## config.mk

```make
export PLATFORM = sky130hd
export DESIGN_NAME = mem_controller_mc_flat
export DESIGN_NICKNAME = d
export VERILOG_FILES = /design/src/rtl/mem_controller_mc_pkg.sv /design/src/rtl/mem_controller_mc_if.sv /design/src/rtl/mem_controller_mc_rr.sv /design/src/rtl/mem_controller_mc.sv /design/src/flat_wrapper.sv
export SDC_FILE = /design/constraint.sdc
export NUM_CORES = 1
export LEC_CHECK = 0
export CORE_ASPECT_RATIO = 0.9
export CORE_MARGIN = 2
export CORE_UTILIZATION = 47
export DETAILED_ROUTE_END_ITERATION = 10
export GPL_ROUTABILITY_DRIVEN = 0
export PLACE_DENSITY = 0.85
export SLEW_MARGIN = 10
export SYNTH_ARGS = -nofsm -noshare
export SYNTH_HDL_FRONTEND = slang
export SYNTH_SLANG_ARGS = --single-unit
export TNS_END_PERCENT = 30
```

## constraint.sdc

```tcl
create_clock -name clk -period 6.5 [get_ports clk]
set_clock_uncertainty 0.2 [all_clocks]
set_input_delay 1.95 -clock clk [delete_from_list [all_inputs] [get_ports clk]]
set_output_delay 1.95 -clock clk [all_outputs]
set_load 0.03 [all_outputs]
```

## src/rtl/mem_controller_mc_pkg.sv

```systemverilog
// -----------------------------------------------------------------------------
// mem_ctrl_pkg
// Shared types and helpers for the multi-channel memory controller.
//   chan_state_e : per-channel FSM state encoding
//   idx_width()  : width of a consumer index; at least 1 bit even for 1 consumer
// -----------------------------------------------------------------------------
package mem_ctrl_pkg;

    typedef enum logic [1:0] {
        ST_IDLE     = 2'b00,
        ST_WAITING  = 2'b01,
        ST_RELAYING = 2'b10
    } chan_state_e;

    function automatic int idx_width(input int n);
        if (n > 1) begin
            return $clog2(n);
        end else begin
            return 1;
        end
    endfunction

endpackage

```

## src/rtl/mem_controller_mc_if.sv

```systemverilog
// -----------------------------------------------------------------------------
// mem_controller_mc_if
// Bundles the consumer (LSU) side and the memory side of the controller.
//   consumer_read_*  / consumer_write_* : per-consumer request/response
//   mem_read_*       / mem_write_*      : per-channel memory port
// Modports:
//   slave  : the controller (receives consumer requests, drives memory)
//   master : the environment (drives consumer requests and memory responses)
// -----------------------------------------------------------------------------
interface mem_controller_mc_if #(
    parameter int ADDR_BITS     = 8,
    parameter int DATA_BITS     = 16,
    parameter int NUM_CONSUMERS = 4,
    parameter int NUM_CHANNELS  = 1
);
    logic [NUM_CONSUMERS-1:0]                consumer_read_valid;
    logic [NUM_CONSUMERS-1:0][ADDR_BITS-1:0] consumer_read_address;
    logic [NUM_CONSUMERS-1:0]                consumer_read_ready;
    logic [NUM_CONSUMERS-1:0][DATA_BITS-1:0] consumer_read_data;
    logic [NUM_CONSUMERS-1:0]                consumer_write_valid;
    logic [NUM_CONSUMERS-1:0][ADDR_BITS-1:0] consumer_write_address;
    logic [NUM_CONSUMERS-1:0][DATA_BITS-1:0] consumer_write_data;
    logic [NUM_CONSUMERS-1:0]                consumer_write_ready;

    logic [NUM_CHANNELS-1:0]                 mem_read_valid;
    logic [NUM_CHANNELS-1:0][ADDR_BITS-1:0]  mem_read_address;
    logic [NUM_CHANNELS-1:0]                 mem_read_ready;
    logic [NUM_CHANNELS-1:0][DATA_BITS-1:0]  mem_read_data;
    logic [NUM_CHANNELS-1:0]                 mem_write_valid;
    logic [NUM_CHANNELS-1:0][ADDR_BITS-1:0]  mem_write_address;
    logic [NUM_CHANNELS-1:0][DATA_BITS-1:0]  mem_write_data;
    logic [NUM_CHANNELS-1:0]                 mem_write_ready;

    modport slave (
        input  consumer_read_valid, consumer_read_address,
        output consumer_read_ready, consumer_read_data,
        input  consumer_write_valid, consumer_write_address, consumer_write_data,
        output consumer_write_ready,
        output mem_read_valid, mem_read_address,
        input  mem_read_ready, mem_read_data,
        output mem_write_valid, mem_write_address, mem_write_data,
        input  mem_write_ready
    );

    modport master (
        output consumer_read_valid, consumer_read_address,
        input  consumer_read_ready, consumer_read_data,
        output consumer_write_valid, consumer_write_address, consumer_write_data,
        input  consumer_write_ready,
        input  mem_read_valid, mem_read_address,
        output mem_read_ready, mem_read_data,
        input  mem_write_valid, mem_write_address, mem_write_data,
        output mem_write_ready
    );

endinterface

```

## src/rtl/mem_controller_mc_rr.sv

```systemverilog
// -----------------------------------------------------------------------------
// rr_multi_grant
// Combinational multi-grant round-robin arbiter. Idle channels, in ascending
// index order, each take a distinct pending consumer, searching consumers
// circularly from i_rr_ptr.
//   i_pending     : consumers requesting and not owned by any channel
//   i_idle        : channels able to accept a consumer this cycle
//   i_rr_ptr      : first consumer index to consider
//   o_grant_valid : per-channel grant flag
//   o_grant_idx   : per-channel granted consumer index
//   o_next_ptr    : last granted consumer + 1 (wrapping); i_rr_ptr if none
// -----------------------------------------------------------------------------
module rr_multi_grant
    import mem_ctrl_pkg::*;
#(
    parameter  int NUM_CONSUMERS = 4,
    parameter  int NUM_CHANNELS  = 1,
    localparam int IW            = idx_width(NUM_CONSUMERS)
) (
    input  logic [NUM_CONSUMERS-1:0]         i_pending,
    input  logic [NUM_CHANNELS-1:0]          i_idle,
    input  logic [IW-1:0]                    i_rr_ptr,
    output logic [NUM_CHANNELS-1:0]          o_grant_valid,
    output logic [NUM_CHANNELS-1:0][IW-1:0]  o_grant_idx,
    output logic [IW-1:0]                    o_next_ptr
);

    logic [NUM_CONSUMERS-1:0] w_taken;
    logic [IW:0]              w_sum;
    logic [IW-1:0]            w_cand;
    logic                     w_hit;

    // Walk channels in order; each claims the first free pending consumer
    // after the pointer. w_taken keeps one consumer from going to two channels.
    always_comb begin
        w_taken       = '0;
        o_grant_valid = '0;
        o_grant_idx   = '0;
        o_next_ptr    = i_rr_ptr;
        w_sum         = '0;
        w_cand        = '0;
        w_hit         = 1'b0;
        for (int ch = 0; ch < NUM_CHANNELS; ch++) begin
            for (int k = 0; k < NUM_CONSUMERS; k++) begin
                w_sum  = {1'b0, i_rr_ptr} + (IW+1)'(k);
                w_cand = (w_sum >= (IW+1)'(NUM_CONSUMERS)) ?
                         IW'(w_sum - (IW+1)'(NUM_CONSUMERS)) : IW'(w_sum);
                w_hit  = i_idle[ch] & ~o_grant_valid[ch] &
                         i_pending[w_cand] & ~w_taken[w_cand];
                o_grant_valid[ch] = o_grant_valid[ch] | w_hit;
                o_grant_idx[ch]   = w_hit ? w_cand : o_grant_idx[ch];
                w_taken[w_cand]   = w_taken[w_cand] | w_hit;
                o_next_ptr        = w_hit ?
                                    ((w_cand == IW'(NUM_CONSUMERS - 1)) ? '0 : w_cand + IW'(1)) :
                                    o_next_ptr;
            end
        end
    end

endmodule

```

## src/rtl/mem_controller_mc.sv

```systemverilog
// -----------------------------------------------------------------------------
// mem_controller_mc
// Multi-channel memory controller between per-thread LSUs and external memory
// ports. Each channel owns one consumer at a time and runs IDLE -> WAITING ->
// RELAYING; a shared round-robin arbiter hands pending consumers to idle
// channels.
//   clk   : clock
//   reset : synchronous, active-high reset
//   bus   : mem_controller_mc_if.slave (consumer requests, memory ports)
// WRITE_ENABLE = 0 builds a read-only controller: write-only requests are never
// granted and all write outputs are tied low.
// -----------------------------------------------------------------------------
module mem_controller_mc
    import mem_ctrl_pkg::*;
#(
    parameter int ADDR_BITS     = 8,
    parameter int DATA_BITS     = 16,
    parameter int NUM_CONSUMERS = 4,
    parameter int NUM_CHANNELS  = 1,
    parameter int WRITE_ENABLE  = 1
) (
    input  logic                clk,
    input  logic                reset,
    mem_controller_mc_if.slave  bus
);

    localparam int IW = idx_width(NUM_CONSUMERS);

    // Per-channel state
    chan_state_e [NUM_CHANNELS-1:0]          r_state;
    logic [NUM_CHANNELS-1:0][IW-1:0]         r_owner;
    logic [NUM_CHANNELS-1:0]                 r_is_read;
    logic [NUM_CHANNELS-1:0]                 r_mem_read_valid;
    logic [NUM_CHANNELS-1:0][ADDR_BITS-1:0]  r_mem_read_addr;
    logic [NUM_CHANNELS-1:0]                 r_mem_write_valid;
    logic [NUM_CHANNELS-1:0][ADDR_BITS-1:0]  r_mem_write_addr;
    logic [NUM_CHANNELS-1:0][DATA_BITS-1:0]  r_mem_write_data;

    // Per-consumer ownership and response registers
    logic [NUM_CONSUMERS-1:0]                r_owned;
    logic [NUM_CONSUMERS-1:0]                r_resp_valid;
    logic [NUM_CONSUMERS-1:0]                r_resp_is_read;
    logic [NUM_CONSUMERS-1:0][DATA_BITS-1:0] r_resp_data;
    logic [IW-1:0]                           r_rr_ptr;

    logic [NUM_CONSUMERS-1:0]                w_pending;
    logic [NUM_CONSUMERS-1:0]                w_write_req;
    logic [NUM_CHANNELS-1:0]                 w_idle;
    logic [NUM_CHANNELS-1:0]                 w_grant_valid;
    logic [NUM_CHANNELS-1:0][IW-1:0]         w_grant_idx;
    logic [IW-1:0]                           w_next_ptr;

    // A read-only build never treats a write request as pending.
    assign w_write_req = (WRITE_ENABLE != 0) ? bus.consumer_write_valid : '0;
    assign w_pending   = (bus.consumer_read_valid | w_write_req) & ~r_owned;

    // Idle flags feeding the arbiter.
    always_comb begin
        w_idle = '0;
        for (int ch = 0; ch < NUM_CHANNELS; ch++) begin
            w_idle[ch] = (r_state[ch] == ST_IDLE);
        end
    end

    rr_multi_grant #(
        .NUM_CONSUMERS (NUM_CONSUMERS),
        .NUM_CHANNELS  (NUM_CHANNELS)
    ) u_rr (
        .i_pending     (w_pending),
        .i_idle        (w_idle),
        .i_rr_ptr      (r_rr_ptr),
        .o_grant_valid (w_grant_valid),
        .o_grant_idx   (w_grant_idx),
        .o_next_ptr    (w_next_ptr)
    );

    // Channel FSMs, ownership table, response registers and arbiter pointer.
    always_ff @(posedge clk) begin
        if (reset) begin
            r_state           <= {NUM_CHANNELS{ST_IDLE}};
            r_owner           <= '0;
            r_is_read         <= '0;
            r_mem_read_valid  <= '0;
            r_mem_read_addr   <= '0;
            r_mem_write_valid <= '0;
            r_mem_write_addr  <= '0;
            r_mem_write_data  <= '0;
            r_owned           <= '0;
            r_resp_valid      <= '0;
            r_resp_is_read    <= '0;
            r_resp_data       <= '0;
            r_rr_ptr          <= '0;
        end else begin
            for (int ch = 0; ch < NUM_CHANNELS; ch++) begin
                case (r_state[ch])
                    ST_IDLE: begin
                        if (w_grant_valid[ch]) begin
                            r_owner[ch]                <= w_grant_idx[ch];
                            r_owned[w_grant_idx[ch]]   <= 1'b1;
                            r_state[ch]                <= ST_WAITING;
                            // Read takes priority when a consumer raises both.
                            if (bus.consumer_read_valid[w_grant_idx[ch]]) begin
                                r_is_read[ch]        <= 1'b1;
                                r_mem_read_valid[ch] <= 1'b1;
                                r_mem_read_addr[ch]  <= bus.consumer_read_address[w_grant_idx[ch]];
                            end else begin
                                r_is_read[ch]         <= 1'b0;
                                r_mem_write_valid[ch] <= 1'b1;
                                r_mem_write_addr[ch]  <= bus.consumer_write_address[w_grant_idx[ch]];
                                r_mem_write_data[ch]  <= bus.consumer_write_data[w_grant_idx[ch]];
                            end
                        end
                    end
                    ST_WAITING: begin
                        // Memory transaction always completes, even if the consumer gave up.
                        if (r_is_read[ch]) begin
                            if (bus.mem_read_ready[ch]) begin
                                r_mem_read_valid[ch]        <= 1'b0;
                                r_resp_valid[r_owner[ch]]   <= 1'b1;
                                r_resp_is_read[r_owner[ch]] <= 1'b1;
                                r_resp_data[r_owner[ch]]    <= bus.mem_read_data[ch];
                                r_state[ch]                 <= ST_RELAYING;
                            end
                        end else begin
                            if (bus.mem_write_ready[ch]) begin
                                r_mem_write_valid[ch]       <= 1'b0;
                                r_resp_valid[r_owner[ch]]   <= 1'b1;
                                r_resp_is_read[r_owner[ch]] <= 1'b0;
                                r_state[ch]                 <= ST_RELAYING;
                            end
                        end
                    end
                    ST_RELAYING: begin
                        if (!bus.consumer_read_valid[r_owner[ch]] &&
                            !bus.consumer_write_valid[r_owner[ch]]) begin
                            r_resp_valid[r_owner[ch]] <= 1'b0;
                            r_owned[r_owner[ch]]      <= 1'b0;
                            r_state[ch]               <= ST_IDLE;
                        end
                    end
                    default: begin
                        r_state[ch] <= ST_IDLE;
                    end
                endcase
            end
            r_rr_ptr <= w_next_ptr;
        end
    end

    // Ready follows the consumer's own valid so it drops the moment the
    // consumer lets go; the response direction keeps read and write apart.
    assign bus.consumer_read_ready  = r_resp_valid & r_resp_is_read & bus.consumer_read_valid;
    assign bus.consumer_write_ready = (WRITE_ENABLE != 0) ?
                                      (r_resp_valid & ~r_resp_is_read & bus.consumer_write_valid) : '0;
    assign bus.consumer_read_data   = r_resp_data;

    assign bus.mem_read_valid    = r_mem_read_valid;
    assign bus.mem_read_address  = r_mem_read_addr;
    assign bus.mem_write_valid   = (WRITE_ENABLE != 0) ? r_mem_write_valid : '0;
    assign bus.mem_write_address = (WRITE_ENABLE != 0) ? r_mem_write_addr  : '0;
    assign bus.mem_write_data    = (WRITE_ENABLE != 0) ? r_mem_write_data  : '0;

endmodule

```

## src/flat_wrapper.sv

```systemverilog
// flat-port wrapper written by rule: the top's interface ports become plain ports
module mem_controller_mc_flat import mem_ctrl_pkg::*;
#(
    parameter int ADDR_BITS     = 8,
    parameter int DATA_BITS     = 16,
    parameter int NUM_CONSUMERS = 4,
    parameter int NUM_CHANNELS  = 1,
    parameter int WRITE_ENABLE  = 1
)
  (clk, reset, bus_consumer_read_valid, bus_consumer_read_address, bus_consumer_read_ready, bus_consumer_read_data, bus_consumer_write_valid, bus_consumer_write_address, bus_consumer_write_data, bus_consumer_write_ready, bus_mem_read_valid, bus_mem_read_address, bus_mem_read_ready, bus_mem_read_data, bus_mem_write_valid, bus_mem_write_address, bus_mem_write_data, bus_mem_write_ready);
  mem_controller_mc_if #(.ADDR_BITS(ADDR_BITS), .DATA_BITS(DATA_BITS), .NUM_CONSUMERS(NUM_CONSUMERS), .NUM_CHANNELS(NUM_CHANNELS)) bus_i ();
  input  logic clk;
  input  logic reset;
  input wire logic [$bits(bus_i.consumer_read_valid)-1:0] bus_consumer_read_valid;
  input wire logic [$bits(bus_i.consumer_read_address)-1:0] bus_consumer_read_address;
  output wire logic [$bits(bus_i.consumer_read_ready)-1:0] bus_consumer_read_ready;
  output wire logic [$bits(bus_i.consumer_read_data)-1:0] bus_consumer_read_data;
  input wire logic [$bits(bus_i.consumer_write_valid)-1:0] bus_consumer_write_valid;
  input wire logic [$bits(bus_i.consumer_write_address)-1:0] bus_consumer_write_address;
  input wire logic [$bits(bus_i.consumer_write_data)-1:0] bus_consumer_write_data;
  output wire logic [$bits(bus_i.consumer_write_ready)-1:0] bus_consumer_write_ready;
  output wire logic [$bits(bus_i.mem_read_valid)-1:0] bus_mem_read_valid;
  output wire logic [$bits(bus_i.mem_read_address)-1:0] bus_mem_read_address;
  input wire logic [$bits(bus_i.mem_read_ready)-1:0] bus_mem_read_ready;
  input wire logic [$bits(bus_i.mem_read_data)-1:0] bus_mem_read_data;
  output wire logic [$bits(bus_i.mem_write_valid)-1:0] bus_mem_write_valid;
  output wire logic [$bits(bus_i.mem_write_address)-1:0] bus_mem_write_address;
  output wire logic [$bits(bus_i.mem_write_data)-1:0] bus_mem_write_data;
  input wire logic [$bits(bus_i.mem_write_ready)-1:0] bus_mem_write_ready;
  assign bus_i.consumer_read_valid = bus_consumer_read_valid;
  assign bus_i.consumer_read_address = bus_consumer_read_address;
  assign bus_consumer_read_ready = bus_i.consumer_read_ready;
  assign bus_consumer_read_data = bus_i.consumer_read_data;
  assign bus_i.consumer_write_valid = bus_consumer_write_valid;
  assign bus_i.consumer_write_address = bus_consumer_write_address;
  assign bus_i.consumer_write_data = bus_consumer_write_data;
  assign bus_consumer_write_ready = bus_i.consumer_write_ready;
  assign bus_mem_read_valid = bus_i.mem_read_valid;
  assign bus_mem_read_address = bus_i.mem_read_address;
  assign bus_i.mem_read_ready = bus_mem_read_ready;
  assign bus_i.mem_read_data = bus_mem_read_data;
  assign bus_mem_write_valid = bus_i.mem_write_valid;
  assign bus_mem_write_address = bus_i.mem_write_address;
  assign bus_mem_write_data = bus_i.mem_write_data;
  assign bus_i.mem_write_ready = bus_mem_write_ready;
  mem_controller_mc #(.ADDR_BITS(ADDR_BITS), .DATA_BITS(DATA_BITS), .NUM_CONSUMERS(NUM_CONSUMERS), .NUM_CHANNELS(NUM_CHANNELS), .WRITE_ENABLE(WRITE_ENABLE)) u_core (.clk(clk), .reset(reset), .bus(bus_i));
endmodule
```

==> flow_metrics.env <==
export IMPL_status="complete, no violations"
export IMPL_post_place_ws_ps=878.1
export IMPL_clk_latency_ps=410
export IMPL_min_period_ps=5630
export IMPL_cts_tree="built"
export IMPL_ys_ff_latch=117
export IMPL_crit_arrival_ps=3480
export IMPL_antenna_cells=0
export IMPL_wl_per_cell_um=18.59
export IMPL_synthFlopType="dfxtp_1"
export IMPL_yosysTopAreaCellShare_pct=37.67
export IMPL_synth_edf_count=0
export IMPL_grt_max_degree=85
export IMPL_drt_pass1_iterations=5
export IMPL_antenna_left=0
export IMPL_p_per_area_mw_per_mm2=399.8
export IMPL_start_util_pct=48.63
export IMPL_areaGrowthSynthToFinish_pct=52.18
export IMPL_antenna_found_initial=0
export IMPL_synth_most_common_cell="nand2_1"
export IMPL_drc_errors=0
export IMPL_grt_pass1_vias=6688
export IMPL_dieArea_sq_mm=0.01417
export IMPL_ys_types=59
export IMPL_drtIter0Drc=627
export IMPL_yosysSeqAreaShare_pct=37.67
export IMPL_setup_worst_path_start_class="primary input"
export IMPL_cts_sinks=117
export IMPL_vdd_ir_drop_max_mv=0.3502
export IMPL_numPortBuffers=261
export IMPL_ctsResizeCount=0
export IMPL_period_share_pct=86.61
export IMPL_drive_gt1_share_pct=6.011
export IMPL_setup_violations=0
export IMPL_report_final_hold_viol_count=0
export IMPL_layout_nets=1196
export IMPL_numCtsBuffers=17
export IMPL_grt_ovfl_total=0
export IMPL_fmax_ghz=0.1776
export IMPL_grt_pass1_wl_um=35270
export IMPL_grt_usage_pct=31.09
export IMPL_vias_per_cell=5.837
export IMPL_post_dp_hpwl_um=15710
export IMPL_ios=262
export IMPL_leakagePower_uw=0.003744
export IMPL_syn_num_nets=974
export IMPL_min_path_type="register to register"
export IMPL_die_w_um=125.2
export IMPL_cp_data_required_time_ps=4350
export IMPL_critPathMaxFanout=6
export IMPL_holdBufCountCts=0
export IMPL_postCtsSetupBuffers=0
export IMPL_cts_path_max_buffers=2
export IMPL_ff2ff_setup_slack_ps=1980
export IMPL_async_flop_share_pct=0
export IMPL_cts_clk_slew_worst_paths_ps=60
export IMPL_synth_common_cells="214 x nand2_1, 117 x dfxtp_1, 113 x a21oi_1"
export IMPL_avgSynthCellArea_sq_um=7.647
export IMPL_cp_end_kind="output pin"
export IMPL_routed_wl_um=22530
export IMPL_maxSlewViolCount=0
export IMPL_fp_row_count=39
export IMPL_routed_via_count=7074
export IMPL_clock_root_buffer="clkbuf_16"
export IMPL_setup_ws_ps=870.5
export IMPL_htreeDepth=4
export IMPL_drv_cap=0
export IMPL_yosys_top_cells_area="dfxtp_1 38%, nand2_1 13%, a21oi_1 9.1%, and3_1 7.0%, mux2i_1 5.8%"
export IMPL_syn_area_sq_mm=0.006217
export IMPL_die_height_um=113.1
export IMPL_critical_path_class="primary input to output pin"
export IMPL_synth_warnings=0
export IMPL_relSlewSlack_pct=25.70
export IMPL_syn_inst=813
export IMPL_yosysTopAreaCell="dfxtp_1"
export IMPL_grt_setup_unrepaired="false"
export IMPL_worst_pin_slew_ps=1114
export IMPL_fin_tns_setup_ps=0
export IMPL_core_area_sq_mm=0.01278
[state kept, by name (all words and copies together) (netlist names), named ones only]
| register | flops |
|---|---|
| u_core.r_owned | 4 |
| u_core.r_rr_ptr | 2 |
| u_core.bus.mem_read_address | 8 |
| u_core.bus.mem_write_data | 16 |
| u_core.r_owner | 2 |
| u_core.bus.mem_write_address | 8 |
| u_core.bus.mem_read_valid | 1 |
| u_core.bus.consumer_read_data | 64 |
| u_core.r_state | 2 |
| u_core.bus.mem_write_valid | 1 |
| u_core.r_is_read | 1 |
[critical path, cell delays in order]
cell and delay [ps]:
clkdlybuf4s50_1 660, and3_1 200, clkdlybuf4s50_1 660
[final cells by class]
cell class | instances | area (sq um)
Clock buffer | 18 | 439.2
Clock inverter | 14 | 163.9
Fill cell | 1011 | 3323
Inverter | 6 | 22.52
Multi-Input combinational cell | 622 | 3606
Sequential cell | 117 | 2342
Tap cell | 164 | 205.2
Timing Repair Buffer | 271 | 2683
[final timing paths]
kind                                          from                          endpoint  cells past startpoint
setup / recovery        bus_consumer_read_valid[1]        bus_consumer_read_ready[1]                      3
setup reg to reg                u_core.r_rr_ptr[0]        u_core.bus.mem_write_valid                      9
hold reg to reg   u_core.bus.consumer_read_data[4]  u_core.bus.consumer_read_data[4]                      2
hold / removal    u_core.bus.consumer_read_data[4]  u_core.bus.consumer_read_data[4]                      2
[cells in the final DEF (no fill, tap or decap), drive strengths merged, types with 11 or more instances in the layout]
master	netlist	final
clkbuf	57	18
nor2	25	25
and3	70	70
buf	11	11
mux2i	36	36
nand2	214	214
a21boi	33	33
a21oi	113	113
inv	6	14
clkdlybuf4s50	0	260
dfxtp	117	117
o41ai	32	32
[kinds of logic after synthesis]
kind of cell,count (synthesis),share of synthesized area [%]
xor+xnor,1,0.1409
simple gates,357,26.36
buf+inv,74,5.031
compound gates,221,23.45
flops,117,37.67
fa+ha+maj,5,1.006
mux,38,6.339
[layer usage]
| layer | global-route usage, % | vias up | share of wire [%] |
|---|---|---|---|
| met5 | 0 | - | 0 |
| met4 | 11.56 | 0 | 3.0 |
| met1 | 39.36 | 3315 | 41 |
| li1 | - | 3317 | - |
| met2 | 52.50 | 380 | 49 |
| met3 | 6.667 | 62 | 7.9 |
[power breakdown]
part           switching, uW  internal (uW)  leakage, uW
Clock                    373            586     0.000287
Sequential              85.2            819     0.000950
Combinational           1140            781      0.00251
Total                   1600           2190      0.00374
[per-stage QoR]
stage	power [uW]	utilization, %	instances	cell area, sq um	hold WS [ps]
floorplan	2236	-	813	6217	240.6
global placement	2763	69.29	1180	8859	240.8
detailed placement	2793	69.29	1180	8859	245.9
CTS	3757	74.01	1212	9462	254.6
global route	3964	74.01	1212	9462	268.8
finish	3782	74.01	1212	9462	252.5
Note: power is estimated with default switching activity, not from simulation.
